File: src/rtl/mem_port_arbiter.sv
// Shares one memory port between instruction fetch and load/store.
// Data has priority; a starvation counter forces a fetch win after MAX_STARVE consecutive losses.
module mem_port_arbiter #(
    parameter int ADDR_W     = 32,
    parameter int DATA_W     = 32,
    parameter int MAX_STARVE = 4
) (
    input  logic                clk,
    input  logic                rst_n,
    input  logic                if_req,
    input  logic [ADDR_W-1:0]   if_addr,
    output logic                if_gnt,
    output logic                if_rvalid,
    output logic [DATA_W-1:0]   if_rdata,
    input  logic                d_req,
    input  logic                d_we,
    input  logic [DATA_W/8-1:0] d_be,
    input  logic [ADDR_W-1:0]   d_addr,
    input  logic [DATA_W-1:0]   d_wdata,
    output logic                d_gnt,
    output logic                d_rvalid,
    output logic [DATA_W-1:0]   d_rdata,
    output logic                mem_req,
    output logic                mem_we,
    output logic [DATA_W/8-1:0] mem_be,
    output logic [ADDR_W-1:0]   mem_addr,
    output logic [DATA_W-1:0]   mem_wdata,
    input  logic                mem_gnt,
    input  logic                mem_rvalid,
    input  logic [DATA_W-1:0]   mem_rdata,
    output logic                busy
);
    localparam int BE_W = DATA_W / 8;
    localparam int SC_W = $clog2(MAX_STARVE + 1);

    typedef enum logic [1:0] {S_IDLE, S_ISSUE, S_WAIT, S_RESP} state_t;

    state_t            r_state;
    logic              r_owner_d;
    logic [SC_W-1:0]   r_starve_cnt;
    logic              r_mem_req;
    logic              r_mem_we;
    logic [BE_W-1:0]   r_mem_be;
    logic [ADDR_W-1:0] r_mem_addr;
    logic [DATA_W-1:0] r_mem_wdata;
    logic [DATA_W-1:0] r_if_rdata;
    logic [DATA_W-1:0] r_d_rdata;
    logic              r_if_rvalid;
    logic              r_d_rvalid;

    logic w_idle;
    logic w_starved;
    logic w_if_win;
    logic w_d_win;

    assign w_idle    = (r_state == S_IDLE);
    assign w_starved = (r_starve_cnt == SC_W'(MAX_STARVE));
    assign w_if_win  = if_req & (~d_req | w_starved);
    assign w_d_win   = d_req & ~w_if_win;

    // Grants are decided combinationally so the requester sees them in the request cycle.
    assign if_gnt    = rst_n & w_idle & w_if_win;
    assign d_gnt     = rst_n & w_idle & w_d_win;

    assign if_rvalid = r_if_rvalid;
    assign d_rvalid  = r_d_rvalid;
    assign if_rdata  = r_if_rdata;
    assign d_rdata   = r_d_rdata;
    assign mem_req   = r_mem_req;
    assign mem_we    = r_mem_we;
    assign mem_be    = r_mem_be;
    assign mem_addr  = r_mem_addr;
    assign mem_wdata = r_mem_wdata;
    assign busy      = (r_state != S_IDLE);

    always_ff @(posedge clk) begin
        if (!rst_n) begin
            r_state      <= S_IDLE;
            r_owner_d    <= 1'b0;
            r_starve_cnt <= '0;
            r_mem_req    <= 1'b0;
            r_mem_we     <= 1'b0;
            r_mem_be     <= '0;
            r_mem_addr   <= '0;
            r_mem_wdata  <= '0;
            r_if_rdata   <= '0;
            r_d_rdata    <= '0;
            r_if_rvalid  <= 1'b0;
            r_d_rvalid   <= 1'b0;
        end else begin
            r_if_rvalid <= 1'b0;
            r_d_rvalid  <= 1'b0;
            case (r_state)
                S_IDLE: begin
                    // A data win with fetch waiting can only happen below saturation.
                    if (!if_req || w_if_win)
                        r_starve_cnt <= '0;
                    else
                        r_starve_cnt <= r_starve_cnt + 1'b1;
                    if (w_if_win) begin
                        r_owner_d  <= 1'b0;
                        r_mem_req  <= 1'b1;
                        r_mem_we   <= 1'b0;
                        r_mem_be   <= '1;
                        r_mem_addr <= if_addr;
                        r_state    <= S_ISSUE;
                    end else if (w_d_win) begin
                        r_owner_d   <= 1'b1;
                        r_mem_req   <= 1'b1;
                        r_mem_we    <= d_we;
                        r_mem_be    <= d_be;
                        r_mem_addr  <= d_addr;
                        r_mem_wdata <= d_wdata;
                        r_state     <= S_ISSUE;
                    end
                end
                S_ISSUE: begin
                    if (mem_gnt) begin
                        r_mem_req <= 1'b0;
                        r_state   <= S_WAIT;
                    end
                end
                S_WAIT: begin
                    if (mem_rvalid) begin
                        if (r_owner_d) begin
                            r_d_rdata  <= mem_rdata;
                            r_d_rvalid <= 1'b1;
                        end else begin
                            r_if_rdata  <= mem_rdata;
                            r_if_rvalid <= 1'b1;
                        end
                        r_state <= S_RESP;
                    end
                end
                S_RESP:  r_state <= S_IDLE;
                default: r_state <= S_IDLE;
            endcase
        end
    end
endmodule

File: config.mk
export PLATFORM = sky130hd
export DESIGN_NAME = mem_port_arbiter
export DESIGN_NICKNAME = d
export VERILOG_FILES = /design/src/rtl/mem_port_arbiter.sv
export SDC_FILE = /design/constraint.sdc
export NUM_CORES = 1
export LEC_CHECK = 0
export CAP_MARGIN = 20
export CORE_ASPECT_RATIO = 1.25
export CORE_MARGIN = 5
export CORE_UTILIZATION = 50
export DETAILED_ROUTE_END_ITERATION = 7
export DONT_BUFFER_PORTS = 1
export PLACE_DENSITY = 0.77
export SETUP_SLACK_MARGIN = 0.1
export SKIP_CTS_REPAIR_TIMING = 1
export SYNTH_ARGS = -nofsm -noshare
export SYNTH_HDL_FRONTEND = slang
export SYNTH_SLANG_ARGS = --single-unit
File: constraint.sdc
create_clock -name clk -period 1.51 [get_ports clk]
set_input_delay 0.151 -clock clk [delete_from_list [all_inputs] [get_ports clk]]
set_output_delay 0.151 -clock clk [all_outputs]
set_load 0.05 [all_outputs]
==> results of run 1 <==
-- flip-flops by register name (all words and copies together), names as in the netlist --
name	cells
d_rvalid	1
r_state	2
r_starve_cnt	3
r_owner_d	1
d_rdata	32
mem_we	1
mem_be	4
if_rdata	32
mem_addr	32
mem_wdata	32
mem_req	1
if_rvalid	1
-- through the flow --
step	instance area, µm²	TNS [ps]	power, mW	hold slack [ps]	worst slack, ps
after global routing	8760	-7710	16.7	-12.8	-334
final	8760	-5510	16.2	-27.4	-329
after floorplan	5630	-171	9.36	287	-171
after CTS	7330	-2720	15.2	-162	-367
after global placement	6740	0	10.9	273	6.98
after detailed placement	6740	-2010	11.1	277	-117
-- worst max-delay path, cell delays in order (launching register included) --
cell	delay, ps
dfxtp_4	340
inv_2	80
ha_4	170
a21bo_2	580
a31oi_1	240
a21oi_1	310
-- how the worst min path moves through the flow --
stage / to / slack, ps / cells past startpoint
floorplan: if_rdata[22]$_SDFFE_PN0P_ / 290 / 2
global placement: r_state[1]$_SDFFE_PN0P_ / 270 / 1
detailed placement: r_state[1]$_SDFFE_PN0P_ / 280 / 1
CTS: r_state[1]$_SDFFE_PN0P_ / -160 / 1
global route: mem_addr[27]$_SDFFE_PN0P_ / -10 / 2
finish: mem_addr[22]$_SDFFE_PN0P_ / -30 / 2
-- cells by family (layout without fill, tap and decap cells) --
logic type	count (synthesis)	count (layout)	share of synthesized area
AOI/OAI and AO/OA	274	275	0.267
other	0	2	0
xor gates and xnor gates	2	2	0.00314
adders and majority gates	5	5	0.0112
DFF	142	142	0.510
and+or+nand+nor	187	187	0.144
buffers and inverters	70	328	0.0642
-- report_power, final --
| part | switching [mW] | internal [mW] |
|---|---|---|
| clock | 1.61 | 2.53 |
| combinational | 4.80 | 2.36 |
| sequential | 0.374 | 4.48 |
-- metal layers --
metal | part of all wire | vias to the layer above | track usage
li1 | - | 2875 | -
met1 | 0.34 | 2964 | 0.232
met2 | 0.52 | 496 | 0.418
met3 | 0.096 | 104 | 0.0791
met4 | 0.050 | 0 | 0.108
met5 | 0 | - | 0
-- placed cells by master (no fill, tap or decap), types with 11 or more instances in the layout --
master and instances:
a21oi_1 130, dlygate4sd3_1 128, dfxtp_1 137, buf_12 11
a31oi_1 32, nand3_1 33, nand2_1 133, clkbuf_16 17
buf_4 144, o21ai_1 13, o21ai_0 84
-- layout make-up --
class | instances | area [µm²] | area share
sequential | 142 | 2850 | 0.325
clock inverter | 12 | 134 | 0.0153
clock buffer | 20 | 457 | 0.0521
timing repair buffer | 289 | 2640 | 0.302
antenna | 2 | 5.00 | 0.000571
tap | 135 | 169 | 0.0193
inverter | 7 | 31.3 | 0.00357
multi-input combinational | 469 | 2470 | 0.282
==> impl_metrics.csv, run 1 <==
group,metric,value,unit
run_status,status,"finished with violations",
run_status,violations,"hold timing, setup timing",
route,drt_iter0_drc,526,
hold_path,holdCritStartpoint,"if_addr[22]",
power,p_per_area,1840,nW/µm²
place,portBuffers,0,
job,cap_violations,0,
clock_network,cts_sinks,142,
hold_path,hold_path_class,"in2reg",
final_layout,area_delta_synth_final,57.2,%
place,place_inst,905,
synthesis,synth-seq-cells,142,
sta,finalWorstSetupSlack,-329,ps
critical_path,cp_max_fo,32,
route,avgRoutedWirePerCell,20.1,µm
grt,grt.overflow.total,0,
clock_network,cts.clk_slew.worst_paths,70,ps
synthesis,syn-num-nets,824,
critical_path,crit_type,"reg2reg",
clock_network,numCtsBuffers,17,
sta,slew_violations,0,
final_layout,final_util,0.795,
floorplanning,die_h,128,µm
route,routed_wirelength,21600,µm
route,vias,6439,
critical_path,worstPathArrival,2150,ps
sta,min_period,1840,ps
clock_network,clk_path_buf_depth,2,
critical_path,regToRegStartpoint,"r_starve_cnt[0]$_SDFFE_PN0N_",
synthesis,synth_edf_count,0,
synthesis,synth.distinct_cells,42,
grt,first_global_vias,5170,
final_layout,instances_no_fill,1076,
critical_path,reg2reg_depth,5,
floorplanning,die-area,13400,µm²
route,route.detailed.drc,0,
critical_path,worstPathRequired,1820,ps
synthesis,synth_top_area_frac,0.510,
synthesis,yosysSeqAreaShare,0.510,
place,hpwl,11800,µm
synthesis,synth_ff_type,"dfxtp_1",
place,gp_congestion,0.810,
sta,holdWs,-27.4,ps
critical_path,crit_path_start,"r_starve_cnt[0]$_SDFFE_PN0N_",
synthesis,synth_cells,680,
final_layout,nFillCells,614,
critical_path,startpoint_type,"register",
synthesis,async_flop_share,0,
synthesis,synth_area,5580,µm²
floorplanning,rows,43,
power,ir_drop,0.00133,V
critical_path,end_kind,"register",
floorplanning,core,11000,µm²
synthesis,yosysWarnings,0,
grt,gr-usage-all-layers,0.229,
route,via_per_inst,5.98,
sta,setup_viol,36,
synthesis,yosysTopAreaCell,"dfxtp_1",
clock_network,cts-root-buf,"clkbuf_16",
synthesis,avgSynthCellArea,8.20,µm²
grt,antenna_found_initial,2,
critical_path,reg2reg_setup_slack,-330,ps
clock_network,cts_tree,"yes",
power,power.leakage,3.46,nW
grt,grt_max_degree,68,
critical_path,reg2reg_to,"mem_addr[23]$_SDFFE_PN0P_",
synthesis,yosysMostFrequentCell,"dfxtp_1",
sta,relSlewSlack,0.238,
sta,worst_pin_slew,1140,ps
floorplanning,pin_count,278,
clock_network,htreeDepth,4,
sta,timing.fmax,544,MHz
route,dr.pass1.iters,8,
floorplanning,start_util,0.506,
sta,hold_viol,3,
route,ant_nets,0,
critical_path,endpoint,"mem_addr[23]$_SDFFE_PN0P_",
grt,grt_pass1_wl,25100,µm
final_layout,drive_gt1_frac,0.241,
floorplanning,fp.dieW,104,µm
sta,post-route-period-util,1.22,
final_layout,final_nets,1070,
synthesis,ys_top_cells_by_area,"dfxtp_1 51%, a21oi_1 12%, nand2_1 9.0%, o21ai_0 7.5%, a31oi_1 3.6%",
sta,rsz0062_at_grt,"true",
clock_network,clk_latency,410,ps
synthesis,yosys-top-cells-count,"142 x dfxtp_1, 133 x nand2_1, 131 x a21oi_1",
sta,skew,11.3,ps
(Power assumes the default switching activity.)
==> run 2: changes to the inputs <==
--- a/config.mk
+++ b/config.mk
@@ -11,7 +11,7 @@
 export CORE_UTILIZATION = 50
 export DETAILED_ROUTE_END_ITERATION = 7
 export DONT_BUFFER_PORTS = 1
-export PLACE_DENSITY = 0.77
+export PLACE_DENSITY = 0.74
 export SETUP_SLACK_MARGIN = 0.1
 export SKIP_CTS_REPAIR_TIMING = 1
 export SYNTH_ARGS = -nofsm -noshare
==> constraint.sdc (replaced) <==
create_clock -name clk -period 1.8 [get_ports clk]
set_input_delay 0.18 -clock clk [delete_from_list [all_inputs] [get_ports clk]]
set_output_delay 0.18 -clock clk [all_outputs]
set_load 0.05 [all_outputs]
==> run 2 against run 1 <==
  * The flow still finishes with violations (hold timing, setup timing)
  * Die area unchanged
  * Worst setup slack better by 300 ps
  * Clock power down 14%
==> impl_metrics.csv, run 2 (synthesis results as in run 1) <==
group,metric,value,unit
critical_path,cp_max_fo,5,
sta,finalWorstSetupSlack,-29.4,ps
critical_path,crit_type,"reg2out",
sta,post-route-period-util,1.02,
clock_network,cts-root-buf,"clkbuf_16",
grt,first_global_vias,4738,
route,ant_nets,0,
clock_network,htreeDepth,4,
grt,grt_pass1_wl,24600,µm
place,portBuffers,0,
critical_path,critPathMaxStageDelay,330,ps
floorplanning,core,11000,µm²
critical_path,worstPathRequired,1620,ps
place,pre_cts_slack,75.0,ps
clock_network,cts_tree,"yes",
route,avgRoutedWirePerCell,20.0,µm
hold_path,holdCritStartpoint,"if_req",
sta,holdWs,-7.16,ps
floorplanning,die-area,13400,µm²
final_layout,drive_gt1_frac,0.102,
route,route.detailed.drc,0,
sta,relSlewSlack,0.372,
grt,antenna_found_initial,0,
final_layout,area_delta_synth_final,34.5,%
sta,timing.fmax,547,MHz
critical_path,worstPathArrival,1650,ps
sta,hold_viol,2,
critical_path,reg2reg_setup_slack,130,ps
power,power.leakage,2.66,nW
floorplanning,fp.dieW,104,µm
critical_path,reg2reg_to,"mem_wdata[18]$_SDFFE_PN0P_",
grt,grt_max_degree,53,
clock_network,clk_latency,410,ps
final_layout,final_nets,915,
hold_path,hold_path_class,"in2reg",
final_layout,diodes,0,
hold_path,whs_path_depth,2,
job,cap_violations,0,
grt,gr-usage-all-layers,0.226,
critical_path,end_kind,"output port",
floorplanning,die_h,128,µm
clock_network,clk_path_buf_depth,2,
run_status,status,"finished with violations",
route,dr.pass1.iters,5,
final_layout,final_cell_mix,"141 x dfxtp_1, 133 x nand2_1, 131 x a21oi_1",
sta,setup_viol,1,
grt,grt.overflow.total,0,
sta,rsz0062_at_grt,"true",
critical_path,critPathSlowestCell,"dfxtp_2",
floorplanning,pin_count,278,
sta,skew,8.52,ps
hold_path,holdPathEnd,"mem_addr[10]$_SDFFE_PN0P_",
route,drt_iter0_drc,433,
sta,worst_pin_slew,941,ps
route,vias,5564,
clock_network,cts.clk_slew.worst_paths,60,ps
critical_path,startpoint_type,"register",
critical_path,regToRegStartpoint,"r_state[1]$_SDFFE_PN0P_",
clock_network,numCtsBuffers,17,
sta,slew_violations,0,
route,routed_wirelength,18400,µm
floorplanning,start_util,0.506,
floorplanning,rows,43,
run_status,violations,"hold timing, setup timing",
power,p_per_area,1680,nW/µm²
sta,min_period,1830,ps
route,via_per_inst,6.05,
place,hpwl,11200,µm
final_layout,final_common_cell,"dfxtp_1",
final_layout,nFillCells,802,
place,gp_congestion,0.797,
clock_network,cts_sinks,142,
power,ir_drop,0.00118,V
critical_path,crit_chain,"inv_2 > ha_4 > buf_6 > clkinvlp_4 > nor4_4 > buf_12",
critical_path,reg2reg_depth,8,
==> run 2: critical path, delay by kind of cell (launching register included) <==
family,cells,cell delay (ps)
and+or+nand+nor,1,270
adders and majority gates,1,150
DFF,1,330
buffers and inverters,4,480
==> run 2: per-stage QoR <==
stage	cell area, µm²	power, mW	util	cells	TNS, ps
after global routing	7500	13.1	0.680	919	-86.8
after global placement	5720	8.37	0.519	776	0
final	7500	12.6	0.680	919	-29.4
after floorplan	5590	7.76	-	680	0
after detailed placement	5720	8.52	0.519	776	0
after CTS	6330	12.1	0.574	808	-478
==> run 2: area by class of cell <==
| cell class | instances | area, µm² | share of cell area |
|---|---|---|---|
| multi-input combinational | 468 | 2430 | 0.324 |
| sequential | 142 | 2840 | 0.379 |
| tap | 135 | 169 | 0.0225 |
| inverter | 7 | 31.3 | 0.00417 |
| clock buffer | 20 | 447 | 0.0596 |
| clock inverter | 12 | 160 | 0.0214 |
| timing repair buffer | 135 | 1420 | 0.189 |
==> run 2: worst max path at each step <==
stage	startpoint	endpoint	cells after the start
after global routing	r_state[1]$_SDFFE_PN0P_	if_gnt	6
after global placement	r_starve_cnt[0]$_SDFFE_PN0N_	mem_addr[1]$_SDFFE_PN0P_	5
after floorplan	r_starve_cnt[0]$_SDFFE_PN0N_	if_gnt	5
after CTS	r_state[0]$_SDFFE_PN0P_	d_gnt	6
after detailed placement	r_starve_cnt[0]$_SDFFE_PN0N_	mem_addr[17]$_SDFFE_PN0P_	5
final	r_state[1]$_SDFFE_PN0P_	if_gnt	6
==> run 2: report_power, final <==
part           switching, mW  internal (mW)
Clock                   1.35           2.23
Sequential              2.20           3.75
Combinational           1.78           1.25
Total                   5.34           7.23
==> run 2: per-layer routing <==
layer | wire, µm | global-route usage
met2 | 9500 | 0.393
met4 | 541 | 0.0899
met1 | 6360 | 0.246
met5 | 0 | 0
met3 | 1950 | 0.0892
==> run 3: changes to the inputs <==
==> constraint.sdc (replaced) <==
create_clock -name clk -period 1.8 [get_ports clk]
set_input_delay 0.45 -clock clk [delete_from_list [all_inputs] [get_ports clk]]
set_output_delay 0.45 -clock clk [all_outputs]
set_load 0.05 [all_outputs]
==> run 3 against run 2 <==
  * The flow finishes with violations (setup timing)
  * Register-to-register slack better by 90 ps
  * First-iteration DRC count down 5.1%
  * Worst setup slack worse by 170 ps
  * Via count down 11%
  * Maximum frequency down 8.4%
  * Critical path type unchanged
  * Largest cell class unchanged
  * Largest power group unchanged
  * Highest routed layer unchanged
==> impl_metrics.csv, run 3 (synthesis results as in run 1) <==
group,metric,value,unit
hold_path,holdCritStartpoint,"rst_n",
route,drt_iter0_drc,411,
sta,relSlewSlack,0.526,
critical_path,reg2reg_setup_slack,220,ps
critical_path,cp_max_fo,4,
clock_network,clk_latency,400,ps
final_layout,drive_gt1_frac,0.114,
final_layout,ff_latch_area,2850,µm²
clock_network,clk_path_buf_depth,2,
route,vias,4974,
clock_network,numCtsBuffers,17,
floorplanning,die-area,13400,µm²
power,power.leakage,2.16,nW
final_layout,final_nets,802,
floorplanning,fp.dieW,104,µm
sta,post-route-period-util,1.11,
floorplanning,rows,43,
floorplanning,pin_count,278,
floorplanning,die_h,128,µm
route,route.detailed.drc,0,
sta,rsz0062_at_grt,"true",
sta,min_period,2000,ps
sta,slew_violations,0,
critical_path,crit_chain,"inv_2 > ha_4 > a21boi_4 > nor4_4 > buf_12",
critical_path,worstPathRequired,1350,ps
final_layout,area_delta_synth_final,13.2,%
clock_network,htreeDepth,4,
sta,worst_pin_slew,711,ps
grt,gr-usage-all-layers,0.229,
run_status,violations,"setup timing",
power,p_per_area,1920,nW/µm²
critical_path,worst_path_dominant_cell_family,"flip-flops",
critical_path,critPathSlowestCell,"dfxtp_2",
grt,grt.overflow.total,0,
sta,setup_viol,2,
grt,grt_pass1_wl,24800,µm
critical_path,cp_num_buf_inv,2,
route,avgRoutedWirePerCell,19.9,µm
hold_path,hold_path_class,"in2reg",
critical_path,regToRegStartpoint,"r_state[0]$_SDFFE_PN0P_",
place,pre_cts_slack,113,ps
clock_network,cts.clk_slew.worst_paths,60,ps
route,ant_nets,0,
critical_path,reg2reg_depth,6,
final_layout,nFillCells,999,
critical_path,startpoint_type,"register",
sta,finalWorstSetupSlack,-197,ps
grt,antenna_found_initial,0,
hold_path,whs_path_depth,1,
sta,timing.fmax,501,MHz
sta,skew,6.66,ps
job,cap_violations,0,
final_layout,multi_input_area,2440,µm²
power,ir_drop,0.000890,V
final_layout,final_common_cell,"dfxtp_1",
place,gp_congestion,0.855,
floorplanning,core,11000,µm²
critical_path,reg2reg_to,"mem_wdata[25]$_SDFFE_PN0P_",
run_status,status,"finished with violations",
final_layout,final_cell_mix,"138 x dfxtp_1, 133 x nand2_1, 131 x a21oi_1",
clock_network,cts-root-buf,"clkbuf_16",
critical_path,crit_type,"reg2out",
grt,first_global_vias,4817,
route,routed_wirelength,16000,µm
clock_network,cts_tree,"yes",
critical_path,critPathMaxStageDelay,330,ps
place,portBuffers,0,
hold_path,holdPathEnd,"r_state[1]$_SDFFE_PN0P_",
critical_path,worstPathArrival,1550,ps
place,hpwl,11100,µm
floorplanning,start_util,0.506,
final_layout,diodes,0,
clock_network,cts_sinks,142,
power,power.total,12.1,mW
route,via_per_inst,6.19,
route,dr.pass1.iters,5,
sta,hold_viol,0,
critical_path,end_kind,"output port",
grt,grt_max_degree,74,
==> run 3: cell count changes in the layout (fill, tap and decap cells not counted), sizes merged <==
cell         delta
buf             -6
bufinv          +1
clkbuf          -2
clkinv          +2
clkinvlp        -1
dlygate4sd3   -107
inv             -3
==> run 3: layout make-up <==
cell class | instances | share of cell area
Clock buffer | 18 | 0.0680
Clock inverter | 11 | 0.0270
Inverter | 7 | 0.00496
Multi-Input combinational cell | 468 | 0.386
Sequential cell | 142 | 0.451
Tap cell | 135 | 0.0268
Timing Repair Buffer | 22 | 0.0359
==> run 3: through the flow <==
stage	hold WS, ps	setup TNS (ps)	cell area (µm²)	util	std cells
global route	148	-579	6310	0.572	803
detailed placement	490	0	5630	0.510	768
finish	173	-379	6310	0.572	803
floorplan	462	-180	5630	-	680
global placement	473	0	5630	0.510	768
CTS	154	-712	6230	0.564	797
==> run 3: how the worst max path moves through the flow <==
stage,startpoint,end,slack [ps],depth (start not counted)
4_1_cts,r_starve_cnt[0]$_SDFFE_PN0N_,if_gnt,-330,5
3_5_place_dp,r_starve_cnt[0]$_SDFFE_PN0N_,if_gnt,110,5
5_1_grt,r_starve_cnt[0]$_SDFFE_PN0N_,if_gnt,-280,5
2_1_floorplan,r_state[1]$_SDFFE_PN0P_,if_gnt,-180,5
3_3_place_gp,r_starve_cnt[0]$_SDFFE_PN0N_,if_gnt,130,5
6_report,r_starve_cnt[1]$_SDFFE_PN0N_,if_gnt,-200,5
==> run 3: where the power goes <==
group	internal [mW]	switching (mW)	total (mW)
Sequential	3.75	2.36	6.12
Clock	2.29	1.27	3.56
Combinational	0.968	1.45	2.42
Total	7.02	5.07	12.1
==> run 3: metal layers <==
| metal | up-vias | track usage | wire [µm] |
|---|---|---|---|
| met5 | - | 0 | 0 |
| li1 | 2327 | - | - |
| met2 | 298 | 0.414 | 8450 |
| met1 | 2326 | 0.245 | 5630 |
| met4 | 0 | 0.0755 | 267 |
| met3 | 23 | 0.0841 | 1650 |
==> run 3: worst reg2reg max path: cells and delay by family (launching register included) <==
kind	cells	cell delay (ps)
buffers and inverters	2	410
and+or+nand+nor	2	360
DFF	1	320
adders and majority gates	1	210
AOI/OAI and AO/OA	1	180
